## config.mk

```make
export PLATFORM = sky130hd
export DESIGN_NAME = adc_pedestal_frontend
export DESIGN_NICKNAME = d
export VERILOG_FILES = /design/src/rtl/adc_pedestal_frontend.sv
export SDC_FILE = /design/constraint.sdc
export NUM_CORES = 1
export LEC_CHECK = 0
export CORE_ASPECT_RATIO = 2
export CORE_MARGIN = 2
export CORE_UTILIZATION = 55
export CTS_CLUSTER_DIAMETER = 80
export CTS_CLUSTER_SIZE = 30
export DETAILED_ROUTE_END_ITERATION = 12
export GPL_TIMING_DRIVEN = 0
export PLACE_DENSITY = 0.86
export SYNTH_ARGS = -nofsm -noshare
export SYNTH_HDL_FRONTEND = slang
export SYNTH_SLANG_ARGS = --single-unit
```

## constraint.sdc

```tcl
create_clock -name clk357 -period 3.5 [get_ports clk357]
set_input_delay 0.7 -clock clk357 [delete_from_list [all_inputs] [get_ports clk357]]
set_output_delay 0.7 -clock clk357 [all_outputs]
set_load 0.1 [all_outputs]
```

## src/rtl/adc_pedestal_frontend.sv

```systemverilog
// Per-channel ADC conditioning: bit-flip removal, 2-stage registered pedestal
// subtraction with saturation, and a windowed pedestal measurement FSM.
module adc_pedestal_frontend #(
  parameter logic [12:0] BITFLIP  = 13'h0000,
  parameter int unsigned PED_LOG2 = 4
) (
  input  logic               clk357,
  input  logic               rst_n,
  input  logic [12:0]        data_in,
  input  logic               store_strb,
  input  logic               ped_cal,
  input  logic               ped_en,
  output logic signed [12:0] data_out,
  output logic               data_valid,
  output logic signed [12:0] ped_out,
  output logic               ped_busy,
  output logic               ped_done,
  output logic               ped_err,
  output logic               sat_flag
);

  localparam int DATA_W = 13;
  localparam int ACC_W  = DATA_W + PED_LOG2;
  localparam int CNT_W  = PED_LOG2 + 1;
  localparam logic [CNT_W-1:0]        CNT_FULL   = {1'b1, {PED_LOG2{1'b0}}};
  localparam logic signed [DATA_W:0]  SAT_MAX    = (DATA_W+1)'((1 << (DATA_W-1)) - 1);
  localparam logic signed [DATA_W:0]  SAT_MIN    = ~SAT_MAX;
  localparam logic signed [ACC_W:0]   ROUND_HALF = (ACC_W+1)'(1 << (PED_LOG2-1));

  typedef enum logic [1:0] {IDLE, ARMED, ACC, DONE} ped_state_e;

  function automatic logic signed [DATA_W-1:0] sat_val(input logic signed [DATA_W:0] x);
    if (x > SAT_MAX)      return SAT_MAX[DATA_W-1:0];
    else if (x < SAT_MIN) return SAT_MIN[DATA_W-1:0];
    else                  return x[DATA_W-1:0];
  endfunction

  function automatic logic is_clipped(input logic signed [DATA_W:0] x);
    return (x > SAT_MAX) || (x < SAT_MIN);
  endfunction

  // Round half up, then divide by the sample count with an arithmetic shift.
  function automatic logic signed [DATA_W-1:0] round_ped(input logic signed [ACC_W-1:0] acc);
    logic signed [ACC_W:0] sum;
    logic signed [ACC_W:0] shifted;
    sum     = $signed({acc[ACC_W-1], acc}) + ROUND_HALF;
    shifted = sum >>> PED_LOG2;
    return shifted[DATA_W-1:0];
  endfunction

  logic signed [DATA_W-1:0] s_p1_d, s_p1_q;
  logic                     vld_p1_d, vld_p1_q;
  logic signed [DATA_W-1:0] dout_p2_d, dout_p2_q;
  logic                     sat_p2_d, sat_p2_q;
  logic                     vld_p2_d, vld_p2_q;
  logic signed [DATA_W-1:0] ped_sub;
  logic signed [DATA_W:0]   diff_p2;
  logic signed [ACC_W-1:0]  s_p1_ext;
  logic [CNT_W-1:0]         cnt_inc;
  logic                     v1_rise;

  ped_state_e               state_q;
  logic signed [ACC_W-1:0]  acc_q;
  logic [CNT_W-1:0]         cnt_q;
  logic signed [DATA_W-1:0] ped_out_q;
  logic                     ped_busy_q, ped_done_q, ped_err_q;

  always_comb begin
    s_p1_d    = data_in ^ BITFLIP;
    vld_p1_d  = store_strb;
    ped_sub   = ped_en ? ped_out_q : '0;
    diff_p2   = $signed({s_p1_q[DATA_W-1], s_p1_q}) - $signed({ped_sub[DATA_W-1], ped_sub});
    dout_p2_d = sat_val(diff_p2);
    sat_p2_d  = is_clipped(diff_p2);
    vld_p2_d  = vld_p1_q;
    s_p1_ext  = $signed({{PED_LOG2{s_p1_q[DATA_W-1]}}, s_p1_q});
    cnt_inc   = cnt_q + CNT_W'(1);
    // vld_p2_q holds the previous cycle's v1, so this is the window's first sample.
    v1_rise   = vld_p1_q && !vld_p2_q;
  end

  // Stage 1 (input register) and stage 2 (subtract + saturate)
  always_ff @(posedge clk357 or negedge rst_n) begin
    if (!rst_n) begin
      s_p1_q    <= '0;
      vld_p1_q  <= 1'b0;
      dout_p2_q <= '0;
      sat_p2_q  <= 1'b0;
      vld_p2_q  <= 1'b0;
    end else begin
      s_p1_q    <= s_p1_d;
      vld_p1_q  <= vld_p1_d;
      dout_p2_q <= dout_p2_d;
      sat_p2_q  <= sat_p2_d;
      vld_p2_q  <= vld_p2_d;
    end
  end

  always_ff @(posedge clk357 or negedge rst_n) begin
    if (!rst_n) begin
      state_q    <= IDLE;
      acc_q      <= '0;
      cnt_q      <= '0;
      ped_out_q  <= '0;
      ped_busy_q <= 1'b0;
      ped_done_q <= 1'b0;
      ped_err_q  <= 1'b0;
    end else begin
      ped_done_q <= 1'b0;
      ped_err_q  <= 1'b0;
      case (state_q)
        IDLE: begin
          if (ped_cal) begin
            state_q    <= ARMED;
            ped_busy_q <= 1'b1;
          end
        end
        ARMED: begin
          if (v1_rise) begin
            acc_q   <= s_p1_ext;
            cnt_q   <= CNT_W'(1);
            state_q <= ACC;
          end
        end
        ACC: begin
          if (vld_p1_q) begin
            acc_q <= acc_q + s_p1_ext;
            cnt_q <= cnt_inc;
            if (cnt_inc == CNT_FULL) begin
              state_q    <= DONE;
              ped_busy_q <= 1'b0;
            end
          end else begin
            ped_err_q  <= 1'b1;
            ped_busy_q <= 1'b0;
            state_q    <= IDLE;
          end
        end
        DONE: begin
          ped_out_q  <= round_ped(acc_q);
          ped_done_q <= 1'b1;
          state_q    <= IDLE;
        end
        default: begin
          state_q    <= IDLE;
          ped_busy_q <= 1'b0;
        end
      endcase
    end
  end

  assign data_out   = dout_p2_q;
  assign sat_flag   = sat_p2_q;
  assign data_valid = vld_p2_q;
  assign ped_out    = ped_out_q;
  assign ped_busy   = ped_busy_q;
  assign ped_done   = ped_done_q;
  assign ped_err    = ped_err_q;

endmodule

```

==> impl_metrics.py, run 1 <==
metrics = {
    "run_status": {
        "status": "finished, final reports clean",
    },
    "floorplanning": {
        "core_area_mm2": 0.00794,
        "die_w_um": 67.9,
        "dieArea_mm2": 0.00895,
        "rows": 46,
        "ioPinCount": 49,
        "initial_core_util_pct": 56.6,
        "dieHeight_um": 132,
    },
    "timing": {
        "setup_violations": 0,
        "fin_skew_ns": 0.00533,
        "grt_setup_unrepaired": "false",
        "worst_pin_slew_ns": 0.981,
        "slew_headroom_pct": 34.4,
        "setup_slack_ns": 0.166,
        "fmax_ghz": 0.300,
        "period_share_pct": 95.3,
        "slew_viol_final": 0,
        "hold_viol": 0,
        "period_needed_ns": 3.33,
    },
    "cells_and_area": {
        "fin_nets": 623,
        "drive_gt1_share_pct": 5.75,
        "syn_to_final_growth_pct": 19.7,
        "n_antenna_cell": 0,
        "fin_area_mm2": 0.00538,
        "final_cell_mix": "dfrtp_1, a21oi_1, o21ai_0, nand2_1, clkdlybuf4s50_1",
        "layout_commonest_cell": "dfrtp_1",
    },
    "power": {
        "p_comb_share_pct": 62.4,
        "power_switching_mw": 3.02,
        "leakage_nw": 2.37,
        "p_per_area_mw_per_mm2": 1060,
        "p_int_mw": 2.68,
        "ir_drop_mv": 0.467,
        "power_frac_seq_pct": 23.5,
        "switching_share_pct": 53.0,
        "total_power_mw": 5.70,
        "clkPwrFrac_pct": 14.1,
    },
    "detailed_routing": {
        "wl_mm": 12.1,
        "drc": 0,
        "wire_per_inst_um": 18.0,
        "vias": 4183,
        "via_per_inst": 6.24,
        "drt_iter0_drc": 215,
        "postRouteAntennaNets": 0,
        "dr.pass1.iters": 6,
    },
    "flow_run": {
        "cap_viol_max_count": 0,
    },
    "placed_design": {
        "post_dp_cell_area_mm2": 0.00509,
        "portBuffers": 48,
        "place.gp.congestion": 0.911,
        "dpl.hpwl_mm": 9.12,
        "dp_slack_ns": -1.12,
    },
    "worst_setup_path": {
        "cp.buffers_inverters": 3,
        "crit_path_cell_trace": "clkbuf_2 -> and2_1 -> ha_1 -> inv_1 -> fa_1 -> a21o_1 -> a221oi_4 -> nor2_2 -> a311oi_4 -> buf_4 -> nand3b_1 -> o21ai_0 -> or4b_1",
        "cp.required_ns": 3.70,
        "crit_slowest_cell": "or4b_1",
        "crit_fanout": 4,
        "crit_type": "in2reg",
        "slowest_delay_ns": 0.54,
        "endpoint_kind": "register",
        "crit_family": "compound AO/OA/AOI/OAI gates",
        "start_kind": "input pin",
        "arrival_ns": 3.54,
    },
    "yosys": {
        "async_flop_share_pct": 100,
        "synthTopCellsByArea": "dfrtp_1, ha_1, a21oi_1, o21ai_0, nand2_1",
        "synth_nets": 561,
        "yosysWarnings": 0,
        "netlist.top_cell.by_area": "dfrtp_1",
        "synth_edf_count": 0,
        "ys_seq_area_share_pct": 38.4,
        "synth.avg_cell_area_um2": 8.86,
        "ys_seq_elements": 69,
        "synthCells": 507,
        "ys_types": 53,
        "synthFlopType": "dfrtp_1",
        "netlist_area_mm2": 0.00449,
        "yosys.area.top_type_share_pct": 38.4,
    },
    "grt": {
        "grt_max_degree": 70,
        "grt_pass1_wl_mm": 19.4,
        "gr-total-overflow": 0,
        "grt_pass1_vias": 4304,
        "grt_util_all_layers_pct": 28.8,
        "antenna_found_initial": 0,
    },
    "clocking": {
        "cts_sinks": 69,
        "clockBufferDepth": 2,
        "cts_root_buffer": "clkbuf_16",
        "cts_made_buffers": 9,
        "holdBufCountCts": 0,
        "htreeDepth": 3,
        "tritoncts": "done",
        "clk_pin_slew_ns": 0.06,
        "insertion_delay_ns": 0.34,
    },
    "hold_path": {
        "hp-class": "in2async",
    },
}
flip-flops by register name (all words and copies together) (netlist names), 2 cells and up:
signal	count
state_q	2
acc_q	17
cnt_q	5
ped_out	13
s_p1_q	13
data_out	13
cell families (layout without fill, tap and decap cells):
| group | Yosys count | after routing | share of synthesized area, % |
|---|---|---|---|
| mux | 4 | 4 | 0.947 |
| compound gates | 161 | 161 | 22.4 |
| buf+inv | 37 | 104 | 3.18 |
| xor+xnor | 33 | 33 | 6.43 |
| simple gates | 167 | 167 | 18.2 |
| fa+ha+maj | 36 | 36 | 10.4 |
| flops | 69 | 69 | 38.4 |
routing by layer:
metal | up-vias | track usage (%) | part of all wire [%]
li1 | 1932 | - | -
met1 | 1985 | 25.1 | 31
met2 | 194 | 53.6 | 57
met3 | 72 | 5.98 | 4.7
met4 | 0 | 20.6 | 7.0
met5 | - | 0 | 0
worst paths after layout:
check                                       startpoint                      to  slack, ns  depth (start not counted)
worst min register to register    acc_q[2]$_DFFE_PN0P_    acc_q[2]$_DFFE_PN0P_       0.49                          2
worst max-delay path                            ped_en   data_out[8]$_DFF_PN0_       0.17                         13
worst min-delay path                             rst_n   data_out[2]$_DFF_PN0_       0.47                          1
max in group asynchronous                        rst_n  ped_out[0]$_DFFE_PN0P_       2.44                          1
worst max register to register  ped_out[0]$_DFFE_PN0P_   data_out[8]$_DFF_PN0_       0.35                         12
min in group clk357               acc_q[2]$_DFFE_PN0P_    acc_q[2]$_DFFE_PN0P_       0.49                          2
power groups by stage:
stage / clock network, mW / logic [mW] / registers, mW
finish: 0.806 / 3.56 / 1.34
global route: 0.852 / 3.79 / 1.38
CTS: 0.816 / 3.51 / 1.34
detailed placement: 0 / 3.48 / 1.35
global placement: 0 / 3.37 / 1.34
floorplan: 0 / 1.53 / 2.47
cells in the mapped netlist, types with 7 or more instances:
library cell / instances
nor2_1: 38
ha_1: 34
a21o_1: 16
inv_1: 17
nand3_1: 16
and2_1: 8
dfrtp_1: 69
nor2b_1: 7
and3_1: 11
clkbuf_1: 17
xnor2_1: 13
nand4_1: 7
xor2_1: 20
o21ai_0: 51
nand2_1: 50
a21oi_1: 51
repair_timing:
action | 4_1_cts | 5_1_grt
buffers inserted | 2 | 1
resized for setup | 5 | 2
pin swaps | 1 | 1
endpoints found under the setup margin | 13 | 13
layout make-up:
| class | count | area [um2] |
|---|---|---|
| buffer | 20 | 88.8 |
| clock buffer | 14 | 244 |
| clock inverter | 2 | 10.0 |
| fill | 643 | 2570 |
| inverter | 17 | 63.8 |
| multi-input combinational | 401 | 2630 |
| sequential | 69 | 1730 |
| tap | 96 | 120 |
| timing repair buffer | 51 | 495 |
stage by stage:
stage / std cells / util [%] / hold slack [ns] / setup TNS (ns)
2_1_floorplan: 507 / - / 0.404 / 0
3_3_place_gp: 651 / 64.1 / 0.474 / -48.66
3_5_place_dp: 651 / 64.1 / 0.489 / -12.18
4_1_cts: 669 / 67.6 / 0.501 / 0
5_1_grt: 670 / 67.7 / 0.545 / 0
6_report: 670 / 67.7 / 0.474 / 0
No activity file was read; power rests on OpenSTA's default activity.
==> run 2, diff against run 1 <==
--- a/config.mk
+++ b/config.mk
@@ -5,6 +5,7 @@
 export SDC_FILE = /design/constraint.sdc
 export NUM_CORES = 1
 export LEC_CHECK = 0
+export ABC_CLOCK_PERIOD_IN_PS = 3500
 export CORE_ASPECT_RATIO = 2
 export CORE_MARGIN = 2
 export CORE_UTILIZATION = 55
==> results of run 2 <==
The final DEF is identical to that of run 1; final timing and power are the same.
